<file path="config.mk">
export PLATFORM = sky130hd
export DESIGN_NAME = trace_buffer
export DESIGN_NICKNAME = d
export VERILOG_FILES = /design/src/rtl/trace_buffer.sv
export SDC_FILE = /design/constraint.sdc
export NUM_CORES = 2
export LEC_CHECK = 0
export BUFFER_PORTS_ARGS = -buffer_cell sky130_fd_sc_hd__buf_2
export CORE_MARGIN = 2
export CORE_UTILIZATION = 57
export CTS_BUF_LIST = sky130_fd_sc_hd__clkbuf_8
export CTS_CLUSTER_SIZE = 8
export DETAILED_ROUTE_END_ITERATION = 16
export MAX_ROUTING_LAYER = met4
export PLACE_DENSITY = 0.78
export REMOVE_ABC_BUFFERS = 1
export SYNTH_ARGS = -nofsm -noshare
export SYNTH_HDL_FRONTEND = slang
export SYNTH_SLANG_ARGS = --single-unit
</file>
<file path="constraint.sdc">
create_clock -name clk -period 34.1 [get_ports clk]
set_input_delay 3.41 -clock clk [delete_from_list [all_inputs] [get_ports clk]]
set_output_delay 3.41 -clock clk [all_outputs]
set_load 0.02 [all_outputs]
</file>
<file path="src/rtl/trace_buffer.sv">
// Circular trace memory: captures packed vectors while tracing is active,
// then drains them oldest-first over a valid/ready readout port.
module trace_buffer #(
    parameter int N                  = 8,
    parameter int DATA_WIDTH         = 32,
    parameter int BUFFER_SIZE        = 8,
    parameter int PERSONAL_CONFIG_ID = 0
) (
    input  logic                              clk,
    input  logic                              reset_n,
    input  logic                              tracing,
    input  logic                              valid_in,
    input  logic [N-1:0][DATA_WIDTH-1:0]      vector_in,
    input  logic [7:0]                        configId,
    input  logic [7:0]                        configData,
    input  logic                              ready_in,
    output logic [N-1:0][DATA_WIDTH-1:0]      vector_out,
    output logic                              valid_out,
    output logic [$clog2(BUFFER_SIZE):0]      word_count,
    output logic                              overflow,
    output logic                              draining
);

    localparam int AW = $clog2(BUFFER_SIZE);
    localparam int CW = AW + 1;
    localparam logic [CW-1:0] FULL = CW'(BUFFER_SIZE);
    localparam logic [7:0] MY_ID = 8'(PERSONAL_CONFIG_ID);

    typedef logic [N-1:0][DATA_WIDTH-1:0] vec_t;
    typedef enum logic [1:0] {IDLE, TRACE, DRAIN} state_t;

    state_t        state;
    logic [AW-1:0] wr_ptr;
    logic [AW-1:0] rd_ptr;
    logic          mode;
    logic [7:0]    byte_counter;
    vec_t          mem [BUFFER_SIZE];

    logic          start;
    logic          full;
    logic          wr_req;
    logic          mem_we;
    logic [AW-1:0] base_ptr;
    logic [CW-1:0] base_cnt;
    logic          base_ovf;
    logic [AW-1:0] nxt_ptr;
    logic [CW-1:0] nxt_cnt;
    logic          nxt_ovf;
    logic [AW-1:0] oldest;
    logic [AW-1:0] rd_nxt;
    logic          unused_cfg;

    assign unused_cfg = ^configData[7:1];
    assign draining   = (state == DRAIN);

    // A session start rebases the write bookkeeping before this cycle's write.
    always_comb begin
        start    = tracing && (state != TRACE);
        base_ptr = start ? '0 : wr_ptr;
        base_cnt = start ? '0 : word_count;
        base_ovf = start ? 1'b0 : overflow;
        full     = (base_cnt == FULL);
        wr_req   = tracing && valid_in;
        mem_we   = wr_req && !(mode && full);
        nxt_ptr  = mem_we ? base_ptr + 1'b1 : base_ptr;
        nxt_cnt  = (mem_we && !full) ? base_cnt + 1'b1 : base_cnt;
        nxt_ovf  = base_ovf | (wr_req && full);
        oldest   = wr_ptr - word_count[AW-1:0];
        rd_nxt   = rd_ptr + 1'b1;
    end

    always_ff @(posedge clk) begin
        if (mem_we) begin
            mem[base_ptr] <= vector_in;
        end
    end

    always_ff @(posedge clk) begin
        if (!reset_n) begin
            state        <= IDLE;
            wr_ptr       <= '0;
            rd_ptr       <= '0;
            word_count   <= '0;
            overflow     <= 1'b0;
            valid_out    <= 1'b0;
            vector_out   <= '0;
            mode         <= 1'b0;
            byte_counter <= '0;
        end else if (tracing) begin
            state      <= TRACE;
            wr_ptr     <= nxt_ptr;
            word_count <= nxt_cnt;
            overflow   <= nxt_ovf;
            if (start) begin
                valid_out <= 1'b0;
            end
        end else begin
            if (configId == MY_ID) begin
                if (byte_counter == 8'd0) begin
                    mode <= configData[0];
                end
                if (byte_counter != 8'hFF) begin
                    byte_counter <= byte_counter + 8'd1;
                end
            end else begin
                byte_counter <= '0;
            end
            unique case (state)
                TRACE: begin
                    if (word_count != '0) begin
                        state      <= DRAIN;
                        rd_ptr     <= oldest;
                        vector_out <= mem[oldest];
                        valid_out  <= 1'b1;
                    end else begin
                        state <= IDLE;
                    end
                end
                DRAIN: begin
                    if (valid_out && ready_in) begin
                        word_count <= word_count - 1'b1;
                        rd_ptr     <= rd_nxt;
                        if (word_count == CW'(1)) begin
                            valid_out <= 1'b0;
                            state     <= IDLE;
                        end else begin
                            vector_out <= mem[rd_nxt];
                        end
                    end
                end
                default: ;
            endcase
        end
    end

endmodule

</file>
==> reports/metrics.cfg <==
[run_status]
status = finished clean

[worst_hold_path]
min_to = byte_counter[1]$_SDFFE_PN0P_
hold_class = register to register
holdCritStartpoint = byte_counter[1]$_SDFFE_PN0P_
hold_depth = 2

[floorplanning]
pin_count = 540
core_um2 = 179000
die_width_um = 429
std_cell_rows = 155
dieArea_um2 = 184000
initial_core_util_pct = 57.5
die_h_um = 429

[setup_path]
ff2ff_setup_slack_ns = 27.38
timing.rr.start = word_count[0]$_SDFFE_PN0P_
end_kind = register
worst_setup_path_start_kind = input port
cp.arrival_ns = 8.05
crit_type = input port to register
r2r_cells = 12
required_ns = 34.78
reg2reg_to = vector_out[239]$_SDFFE_PN0P_
crit_path_max_fanout = 94

[clock_network]
ctsHoldBuffers = 0
cts_tree = done
cts-root-buf = clkbuf_8
cts_setup_buffers = 0
numCtsBuffers = 382
worstSkewPairLatency_ns = 1.12
cts_max_level = 5
cts_resized = 0
clk_pin_slew_ns = 0.06
cts.sinks = 2327
clock_path_buffers = 4

[synth]
post_synth.cell_area_avg_um2 = 18.5
synth.largest_area_cell = edfxtp_1
async_flop_share_pct = 0
yosysSeqAreaShare_pct = 65.3
synth_cells = 5551
yosys_most_used_dff = edfxtp_1
synth_edf_count = 2048
synth_area_leaders = edfxtp_1, mux4_2, dfxtp_1
synth_area_um2 = 103000
ys_ff_latch = 2327
yosys_warnings = 0
synth_cell_types = 53
yosysTopAreaCellShare_pct = 59.8

[global_routing]
grt_pass1_vias = 62700
grt_pass1_wl_um = 397000
grt_start_max_net_pins = 126
antenna_found_initial = 85
grt.total_usage_pct = 29.9
grt-ovfl-total = 0

[detailed_routing]
vias_per_cell = 6.88
drt_pass1_iterations = 7
routed_wl_um = 270000
drtAntennaViolNets = 0
vias = 60600
drtIter0Drc = 6790
drc = 0
wl_per_cell_um = 30.6

[sta]
rsz0062_at_grt = false
fmax_mhz = 136
post-route-period-util_pct = 21.6
final.setup.tns_ns = 0
setup_viol = 0
tightest_slew_ns = 1.20
slew_violations = 0
post-route-min-period_ns = 7.37
relSlewSlack_pct = 19.8
hold_viol = 0
clock_skew_ns = 0.0691

[power]
ir_drop_v = 0.0000356
power_uw = 6200
power.density_nw_per_um2 = 54.2
p_leak_uw = 0.0373

[placement]
place_hpwl_um = 140000
port_buffers = 532
routabilityCongestion = 0.845

[run]
drv_cap = 0

[finish]
layout_common_cells = edfxtp_1, mux4_2, buf_2
drive_gt1_share_pct = 32.6
nets = 6374
syn_to_final_growth_pct = 11.3
final_common_cell = edfxtp_1

==> metal layers <==
layer  global-route usage, %  vias to the layer above  share of wire (%)
li1                        -                    25000                  -
met1                    37.7                    31100                 37
met2                    46.4                     3709                 48
met3                    6.18                      754                 10
met4                    15.4                        0                5.1
met5                       -                        -                  0
==> cell usage after synthesis, types with 13 or more instances <==
library cell	n
nand2_1	21
clkbuf_1	256
a22oi_1	514
buf_6	22
edfxtp_1	2048
nor2_1	282
mux2_1	73
a21oi_1	13
mux2_2	183
dfxtp_1	279
o221a_1	253
buf_1	23
buf_2	181
mux4_2	768
mux2i_1	258
o211ai_1	256
inv_1	17
==> flip-flops by register name (all words and copies together) (netlist names), 2 cells and up <==
signal / count
mem: 2048
vector_out: 256
byte_counter: 8
word_count: 4
rd_ptr: 3
wr_ptr: 3
state: 2
==> worst max-delay path: stages <==
cell and delay (ns):
buf_2 0.24, nand2_1 0.31, nand2_1 0.12, ha_1 0.23
and4b_1 0.20, a21oi_1 0.49, nand2_1 0.24, nor4b_2 0.35
buf_4 0.77, buf_12 0.53, buf_4 0.80
==> metrics by stage <==
stage	area [µm²]	instances	setup WS (ns)	utilization (%)	hold WS [ns]
detailed placement	107000	8055	25.71	60.0	0.490
global route	114000	8797	26.56	64.0	0.524
CTS	114000	8733	26.85	63.9	0.499
global placement	107000	8055	25.67	60.0	0.479
finish	114000	8814	26.73	64.0	0.498
floorplan	101000	5059	-1.05	-	0.462
==> kinds of logic (layout without fill, tap and decap cells) <==
logic type,Yosys count,count (layout),share of synthesized area (%)
compound gates,1060,1060,8.66
xor+xnor,15,15,0.141
fa+ha+maj,13,13,0.166
buf+inv,509,1336,2.28
flops,2327,2327,65.3
mux,1282,1282,22.1
other cells,0,81,0
simple gates,345,345,1.36
==> where the power goes <==
group / internal, µW / switching, µW / leakage (µW)
Clock: 1150 / 1080 / 0.00428
Sequential: 3150 / 29.1 / 0.0208
Combinational: 342 / 464 / 0.0122
==> layout make-up <==
type	instances	area, µm²
diodes	81	203
well taps	2355	2950
clock inverters	252	1070
fillers	12100	64400
flip-flops and latches	2327	67100
repair buffers	641	3680
clock buffers	426	5860
inverters	17	63.8
multi-input cells	2715	33500
==> worst max-delay path by stage <==
stage,cells after the start,endpoint,start
floorplan,4,vector_out[174]$_SDFFE_PN0P_,state[0]$_SDFFE_PN0P_
global placement,10,mem[0][167]$_DFFE_PP_,tracing
detailed placement,10,mem[0][167]$_DFFE_PP_,tracing
CTS,10,mem[0][54]$_DFFE_PP_,tracing
global route,10,mem[0][54]$_DFFE_PP_,tracing
finish,11,mem[2][108]$_DFFE_PP_,tracing
Power figures use the tool's default switching activity.
